--- config.mk ---
export PLATFORM = sky130hd
export DESIGN_NAME = apu_reg_writer
export DESIGN_NICKNAME = d
export VERILOG_FILES = /design/src/rtl/apu_pkg.sv /design/src/rtl/apu_rx_timeout.sv /design/src/rtl/apu_reg_writer.sv
export SDC_FILE = /design/constraint.sdc
export NUM_CORES = 1
export LEC_CHECK = 0
export BUFFER_PORTS_ARGS = -buffer_cell sky130_fd_sc_hd__buf_2
export CORE_AREA = 2 2 108 68
export DETAILED_ROUTE_END_ITERATION = 8
export DIE_AREA = 0 0 110 70
export PLACE_DENSITY = 0.85
export SLEW_MARGIN = 25
export SYNTH_ARGS = -nofsm -noshare
export SYNTH_HDL_FRONTEND = slang
export SYNTH_HIERARCHICAL = 1
export SYNTH_SLANG_ARGS = --single-unit
--- constraint.sdc ---
create_clock -name clk -period 2.05 [get_ports clk]
set_input_delay 0.3075 -clock clk [delete_from_list [all_inputs] [get_ports clk]]
set_output_delay 0.3075 -clock clk [all_outputs]
set_load 0.03 [all_outputs]
--- src/rtl/apu_pkg.sv ---
// apu_pkg
// Shared definitions for the APU host register writer:
//   - register offsets (relative to $4000) of the registers held locally
//   - the marker carried in bits 7:5 of an address byte
//   - the two-state framing enum used by the byte decoder
package apu_pkg;

  localparam logic [4:0] OFS_400C = 5'h0C;
  localparam logic [4:0] OFS_400E = 5'h0E;
  localparam logic [4:0] OFS_400F = 5'h0F;
  localparam logic [4:0] OFS_4015 = 5'h15;

  // Address bytes are 1_00_ooooo; the top three bits identify them.
  localparam logic [2:0] ADDR_MARK = 3'b100;

  typedef enum logic {
    IDLE      = 1'b0,
    WAIT_DATA = 1'b1
  } state_t;

endpackage

--- src/rtl/apu_rx_timeout.sv ---
// apu_rx_timeout
// Idle counter that measures how long the decoder has waited for a data byte.
// Ports:
//   clk, rst_n  - clock and asynchronous active-low reset
//   i_clear     - restart the count at zero (address byte accepted)
//   i_enable    - one more idle cycle has elapsed
//   o_expire    - the count has reached TIMEOUT_CYCLES
// TIMEOUT_CYCLES must be at least 2.
module apu_rx_timeout #(
  parameter int TIMEOUT_CYCLES = 4096
) (
  input  logic clk,
  input  logic rst_n,
  input  logic i_clear,
  input  logic i_enable,
  output logic o_expire
);

  localparam int CW = $clog2(TIMEOUT_CYCLES + 1);
  localparam logic [CW-1:0] LIMIT = CW'(TIMEOUT_CYCLES);

  logic [CW-1:0] r_count;
  logic          w_at_limit;

  assign w_at_limit = (r_count == LIMIT);
  assign o_expire   = w_at_limit;

  // The count parks at the limit so it can never wrap back to a small value.
  always_ff @(posedge clk or negedge rst_n) begin
    if (!rst_n) begin
      r_count <= '0;
    end else if (i_clear) begin
      r_count <= '0;
    end else if (i_enable && !w_at_limit) begin
      r_count <= r_count + CW'(1);
    end
  end

endmodule

--- src/rtl/apu_reg_writer.sv ---
// apu_reg_writer
// Decodes a UART byte stream of (address byte, data byte) pairs into APU
// register writes. Holds the noise registers $400C/$400E/$400F and the
// status register $4015, and broadcasts every write on a generic bus.
// Ports:
//   clk, rst_n            - clock and asynchronous active-low reset
//   rx_data, rx_valid     - received byte and its one-cycle valid strobe
//   reg_400C..reg_4015    - locally held register contents
//   reg_event             - one-cycle pulse on every $400F write
//   write_strobe          - one-cycle pulse on every accepted write
//   write_addr/write_data - offset and data of the most recent write
//   err_count             - saturating count of protocol errors
module apu_reg_writer
  import apu_pkg::*;
#(
  parameter int TIMEOUT_CYCLES = 4096
) (
  input  logic       clk,
  input  logic       rst_n,
  input  logic [7:0] rx_data,
  input  logic       rx_valid,
  output logic [7:0] reg_400C,
  output logic [7:0] reg_400E,
  output logic [7:0] reg_400F,
  output logic [7:0] reg_4015,
  output logic       reg_event,
  output logic       write_strobe,
  output logic [4:0] write_addr,
  output logic [7:0] write_data,
  output logic [7:0] err_count
);

  state_t     r_state;
  state_t     w_next_state;
  logic [4:0] r_ofs;
  logic [7:0] r_400C, r_400E, r_400F, r_4015;
  logic       r_event, r_strobe;
  logic [4:0] r_addr;
  logic [7:0] r_data;
  logic [7:0] r_err;

  logic w_accept_addr;
  logic w_write;
  logic w_err;
  logic w_tmo_enable;
  logic w_expire;

  apu_rx_timeout #(
    .TIMEOUT_CYCLES(TIMEOUT_CYCLES)
  ) u_timeout (
    .clk     (clk),
    .rst_n   (rst_n),
    .i_clear (w_accept_addr),
    .i_enable(w_tmo_enable),
    .o_expire(w_expire)
  );

  always_ff @(posedge clk or negedge rst_n) begin
    if (!rst_n) begin
      r_state <= IDLE;
    end else begin
      r_state <= w_next_state;
    end
  end

  // A data byte is checked before the timeout, so a byte that arrives on the
  // very cycle the wait expires still completes the write. While waiting for
  // data every byte is data: only the timeout can restore framing.
  always_comb begin
    w_next_state  = r_state;
    w_accept_addr = 1'b0;
    w_write       = 1'b0;
    w_err         = 1'b0;
    w_tmo_enable  = 1'b0;
    case (r_state)
      IDLE: begin
        if (rx_valid) begin
          if (rx_data[7:5] == ADDR_MARK) begin
            w_accept_addr = 1'b1;
            w_next_state  = WAIT_DATA;
          end else begin
            w_err = 1'b1;
          end
        end
      end
      WAIT_DATA: begin
        if (rx_valid) begin
          w_write      = 1'b1;
          w_next_state = IDLE;
        end else if (w_expire) begin
          w_err        = 1'b1;
          w_next_state = IDLE;
        end else begin
          w_tmo_enable = 1'b1;
        end
      end
      default: w_next_state = IDLE;
    endcase
  end

  // Register bank, write bus and error counter. The strobes default low so
  // they last exactly one cycle; reg_event and the new $400F value land on
  // the same edge so a consumer sees both together.
  always_ff @(posedge clk or negedge rst_n) begin
    if (!rst_n) begin
      r_ofs    <= '0;
      r_400C   <= '0;
      r_400E   <= '0;
      r_400F   <= '0;
      r_4015   <= '0;
      r_event  <= 1'b0;
      r_strobe <= 1'b0;
      r_addr   <= '0;
      r_data   <= '0;
      r_err    <= '0;
    end else begin
      r_event  <= 1'b0;
      r_strobe <= 1'b0;
      if (w_accept_addr) begin
        r_ofs <= rx_data[4:0];
      end
      if (w_write) begin
        r_strobe <= 1'b1;
        r_addr   <= r_ofs;
        r_data   <= rx_data;
        case (r_ofs)
          OFS_400C: r_400C <= rx_data;
          OFS_400E: r_400E <= rx_data;
          OFS_400F: begin
            r_400F  <= rx_data;
            r_event <= 1'b1;
          end
          OFS_4015: r_4015 <= rx_data;
          default: ;
        endcase
      end
      if (w_err && (r_err != 8'hFF)) begin
        r_err <= r_err + 8'd1;
      end
    end
  end

  assign reg_400C     = r_400C;
  assign reg_400E     = r_400E;
  assign reg_400F     = r_400F;
  assign reg_4015     = r_4015;
  assign reg_event    = r_event;
  assign write_strobe = r_strobe;
  assign write_addr   = r_addr;
  assign write_data   = r_data;
  assign err_count    = r_err;

endmodule

Word-level counts from Yosys, hierarchy flattened
Index checks and enable logic that the tools add are counted.
{"block": "totals", "regBits": 74, "inputBits": 11, "out_inout_bits": 55, "word_cells": 49}
{"block": "classes", "add_sub_neg": 2, "n_eq_ne": 7, "muxes": 19, "n_bitwise": 1, "n_reduce_logical": 8}
{"op": "$mux W13", "n": 2}
{"op": "$eq A5 B4 Y1 const B", "n": 3}
{"op": "$mux W1", "n": 15}
{"op": "$add A13 B1 Y13 const B", "n": 1}
{"op": "$eq A13 B13 Y1 const B", "n": 1}
{"op": "$add A8 B1 Y8 const B", "n": 1}
{"op": "$ne A8 B8 Y1 const B", "n": 1}
{"op": "$reduce_and A2 Y1", "n": 4}
{"op": "$eq A5 B5 Y1 const B", "n": 1}
{"op": "$pmux W1 S2", "n": 2}
{"op": "$eq A3 B3 Y1 const B", "n": 1}
{"op": "$logic_and A1 B1 Y1", "n": 2}
{"op": "$reduce_bool A2 Y1", "n": 1}
{"op": "$logic_not A1 Y1", "n": 1}
{"op": "$not A1 Y1", "n": 1}

Longest topological paths before layout
{"block": "depth", "depth_word": 7, "depth_mapped": 10}

Hierarchy
Netlist, hierarchy kept.
{"module": "apu_reg_writer", "instances": 1, "cells_each": 163, "area_per_inst_um2": 2477.4, "seq_area_each_um2": 1526.5}
{"module": "apu_rx_timeout", "instances": 1, "cells_each": 74, "area_per_inst_um2": 735.7, "seq_area_each_um2": 325.3}

Least setup slack after synthesis
No wires, ideal clock.
{"block": "synth_timing", "path_kind": "flip-flop to flip-flop", "from": "register u_timeout.r_count[0]", "to": "register r_err[7] (netlist: err_count[7])", "setup_time_ns": 0.125, "t_arrival_ns": 1.927, "t_required_ns": 1.925, "setup_slack_ns": -0.002, "path_stages_with_launch": 9, "path_buffers": 0, "period_less_slack_ns": 2.052, "path_cell_list": "dfrtp_1 > inv_1 > ha_1 > nor4b_1 > and3_1 > and3b_1 > a21oi_4 > nor3_1 > mux2_2"}
{"block": "synth_between", "elab_chain_len": 5}
{"item": "start, declared", "line_no": "apu_rx_timeout.sv:22", "rtl": "logic [CW-1:0] r_count;"}
{"item": "start signal, assigned", "line_no": "apu_rx_timeout.sv:35", "rtl": "r_count <= r_count + CW'(1);"}
{"item": "$eq A13 B13 Y1", "line_no": "apu_rx_timeout.sv:25", "rtl": "assign w_at_limit = (r_count == LIMIT);"}
{"item": "via w_expire", "line_no": "apu_reg_writer.sv:46", "rtl": "logic w_expire;"}
{"item": "$mux W1", "line_no": "apu_reg_writer.sv:90", "rtl": "end else if (w_expire) begin"}
{"item": "$mux W1", "line_no": "apu_reg_writer.sv:87", "rtl": "if (rx_valid) begin"}
{"item": "$pmux W1 S2", "line_no": "apu_reg_writer.sv:75", "rtl": "case (r_state)"}
{"item": "$logic_and A1 B1 Y1", "line_no": "apu_reg_writer.sv:137", "rtl": "if (w_err && (r_err != 8'hFF)) begin"}
{"item": "end signal, assigned", "line_no": "apu_reg_writer.sv:138", "rtl": "r_err <= r_err + 8'd1;"}
{"item": "end, declared", "line_no": "apu_reg_writer.sv:40", "rtl": "logic [7:0] r_err;"}
The timed path passes the listed nets, and every way through them passes these cells.
A chain may end at the register's enable or synchronous reset.

Final worst setup path
{"block": "layout_timing", "from": "register u_timeout.r_count[0]", "to": "register u_timeout.r_count[12]"}
{"block": "layout_between", "elab_chain_len": 6, "elab_cells_between_ends": 10, "cone_classes": "add/sub: 1; eq/ne: 1; mux: 5; reduce/logical: 3"}
{"item": "$eq A13 B13 Y1", "line_no": "apu_rx_timeout.sv:25"}
{"item": "via w_expire", "line_no": "apu_reg_writer.sv:46"}
{"item": "$mux W1", "line_no": "apu_reg_writer.sv:90"}
{"item": "$mux W1", "line_no": "apu_reg_writer.sv:87"}
{"item": "$mux W1", "line_no": "apu_reg_writer.sv:75"}
{"item": "via w_tmo_enable", "line_no": "apu_reg_writer.sv:45", "rtl": "logic w_tmo_enable;"}
{"item": "$logic_and A1 B1 Y1", "line_no": "apu_rx_timeout.sv:34", "rtl": "end else if (i_enable && !w_at_limit) begin"}
{"item": "$reduce_bool A2 Y1 (no line)"}
The timed path passes the listed nets, and every way through them passes these cells. The select of a mux whose other input is x is not followed.

==> metrics.md <==
| Metric | Value |
|---|---|
| Final slew viol count | `0` |
| Hold crit path type | `in2reg` |
| Syn nets | `251` |
| Final setup vio count | `0` |
| Final GP Congestion | `0.890` |
| Fraction of layout cells with a size suffix above 1 | `52.4%` |
| First DRT Iteration DRCs | `184` |
| Main synth FF type | `dfrtp_1` |
| Non-filler instance count after layout | `423` |
| CTS Root Cell | `clkbuf_8` |
| DR vias | `2,220` |
| Mean post-synth cell area | `13.6 um^2` |
| HPWL Detailed | `5070 um` |
| Site Rows | `24` |
| I/O Buffers | `65` |
| First-pass GRT wire length | `12,200 um` |
| Synth top area cells | `dfrtp_1, mux2_2, mux2_4` |
| Syn. warnings | `6` |
| Number of placed cells counting well taps | `405` |
| RSZ-0062 raised after global routing | `true` |
| CP Capture Point | `u_timeout/r_count[12]$_DFFE_PN0P_` |
| Worst Setup Start Kind | `register` |
| Final WS setup | `0.0529 ns` |
| WP data required | `2.29 ns` |
| Final worst path period need | `2.00 ns` |
| TritonRoute pass-1 iters | `4` |
| Worst-Margin Slew | `0.561 ns` |
| FF-to-FF Start | `u_timeout/r_count[0]$_DFFE_PN0P_` |
| Initial antenna violation count | `0` |
| Leak Pwr | `2.09 nW` |
| Yosys cell types | `39` |
| Setup Crit Path Kind | `reg2reg` |
| Final nets | `341` |
| Placement Setup Slack | `-0.100 ns` |
| Crit path DAT | `2.24 ns` |
| Worst r2r path cells | `9` |
| Setup_tns | `0 ns` |
| R2R Setup Slk | `0.05 ns` |
| Max Buffers Root-to-Sink | `2` |
| Initial Util | `46.7%` |
| Final period utilization | `97.4%` |
| FF-to-FF End | `u_timeout/r_count[12]$_DFFE_PN0P_` |
| Die Wd | `110 um` |
| Die area | `7700 um^2` |
| Number of CTS-inserted buffers | `9` |
| Top cells by count, synth | `dfrtp_1, mux2_2, nor2_1, nand2_1, nor3_1` |
| Sequential area share after synthesis | `57.6%` |
| GRT Util Overall | `21.3%` |
| Utilization after layout | `59.4%` |
| Area Growth Syn to Fin | `27.0%` |
| Die Y | `70 um` |
| Most frequent cell after synthesis | `dfrtp_1` |
| Largest net degree at the start of global routing | `43` |
| Wire length per cell | `17.6 um` |
| Final hold vios | `0` |
| Global route overflow | `0` |
| P per Cell Area | `1070 nW/um^2` |
| VDD IR max | `0.514 mV` |
| Setup crit end kind | `register` |
| Syn Inst Count | `237` |
| Final Skew | `0.00906 ns` |
| Vias in the first global route | `2,320` |
| Detailed Route WL | `7430 um` |
| Max transition margin | `62.6%` |
| Ant diodes | `0` |
| Core area | `6880 um^2` |
| Max-cap violations | `0` |
| Synth top area share | `57.6%` |
| Reg clk slew, reported paths | `0.08 ns` |
| TritonCTS clock tree | `built` |
| Fmax | `0.501 GHz` |
| DRC | `0` |
| Cell Area, Synth | `3210 um^2` |
| CP startpoint | `u_timeout/r_count[0]$_DFFE_PN0P_` |
| Asr flop ratio synth | `100%` |
| Leading area contributor after synthesis | `dfrtp_1` |
| H-Tree Depth | `3` |
| Num ports | `66` |
| Post-synth EDFFs | `0` |
| Status | `finished clean` |
| Worst Path Max Fanout | `4` |
| FF+latch count, synth | `74` |
| Worst-Skew Late Latency | `0.35 ns` |
| Post-route ant nets | `0` |
| Num Clock Sinks | `74` |
| Vias/cell | `5.25` |
[critical path, cell delays in order, from the launching register on]
cell	delay [ns]
dfrtp_1	0.37
inv_2	0.04
ha_1	0.19
nor4b_4	0.14
and3_4	0.19
nor3b_4	0.25
nand3_2	0.17
nor4_2	0.33
xnor2_1	0.16
nor2_1	0.05
[cells by family (layout without fill, tap and decap cells)]
logic type / count (synthesis) / after routing / share of synthesized area, %
buffers and inverters: 12 / 107 / 1.71
AND/OR/NAND/NOR: 74 / 74 / 14.6
flip-flops: 74 / 74 / 57.6
adder cells (fa/ha/maj): 3 / 3 / 1.17
AO/OA/AOI/OAI: 7 / 7 / 1.71
XOR/XNOR: 15 / 15 / 4.09
multiplexers: 52 / 52 / 19.1
[how the worst min path moves through the flow]
stage | startpoint | to | slack, ns | cells past startpoint
6_report | rx_data[5] | reg_400C[5]$_DFFE_PN0P_ | 0.28 | 2
5_1_grt | rx_data[4] | reg_400C[4]$_DFFE_PN0P_ | 0.27 | 2
4_1_cts | rx_data[6] | reg_400C[6]$_DFFE_PN0P_ | 0.26 | 2
3_5_place_dp | rst_n | write_addr[2]$_DFFE_PN0P_ | 0.33 | 1
3_3_place_gp | rst_n | write_strobe$_DFF_PN0_ | 0.33 | 1
2_1_floorplan | rst_n | err_count[0]$_DFFE_PN0P_ | 0.01 | 0
[cell type report]
type / count / area (um^2)
well taps: 91 / 114
flip-flops and latches: 74 / 1850
repair buffers: 84 / 485
clock inverters: 6 / 90.1
clock buffers: 10 / 128
fillers: 534 / 2800
inverters: 7 / 26.3
multi-input cells: 151 / 1390
[metal layers]
layer / vias up / wire length (um) / part of all wire, % / track usage [%]
met5: - / 0 / 0 / 0
met1: 1111 / 3470 / 47 / 30.6
met2: 77 / 3380 / 45 / 30.3
met4: 0 / 196 / 2.6 / 9.70
met3: 19 / 384 / 5.2 / 4.95
li1: 1013 / - / - / -
[metrics by stage]
step | total power [W] | hold WS [ns] | cell area, um^2
6_report | 0.00436 | 0.275 | 4080
3_5_place_dp | 0.00310 | 0.332 | 3770
5_1_grt | 0.00459 | 0.274 | 4080
3_3_place_gp | 0.00305 | 0.327 | 3770
4_1_cts | 0.00438 | 0.259 | 4030
2_1_floorplan | 0.00268 | 0.0119 | 3220
[repair_timing]
item                                   in CTS  in global routing
endpoints found under the hold margin      41                  0
pin swaps                                   0                  3
setup buffers                               0                  1
setup endpoints to repair                  10                 10
hold buffers                                1                  0
gates resized for setup                     6                  9
[cells in the final DEF (no fill, tap or decap), types with 8 or more instances in the layout]
cell and n:
mux2_4 9, nor3_1 8, nor2_1 15, nand2_1 15, xnor2_1 8, clkbuf_8 9
buf_4 18, buf_2 64, mux2_2 42, dfrtp_1 74
[state kept, by name, summed over array words and instances, names as in the netlist]
register,count
u_timeout/r_count,13
err_count,8
reg_400C,8
reg_400E,8
reg_400F,8
reg_4015,8
write_data,8
r_ofs,5
write_addr,5
r_state,1
reg_event,1
write_strobe,1
[power breakdown]
part           switching, W  total (W)  internal, W
sequential         0.000207    0.00191      0.00170
combinational      0.000760    0.00120     0.000444
clock              0.000550    0.00124     0.000690
total               0.00152    0.00436      0.00284
Power figures use the tool's default switching activity.
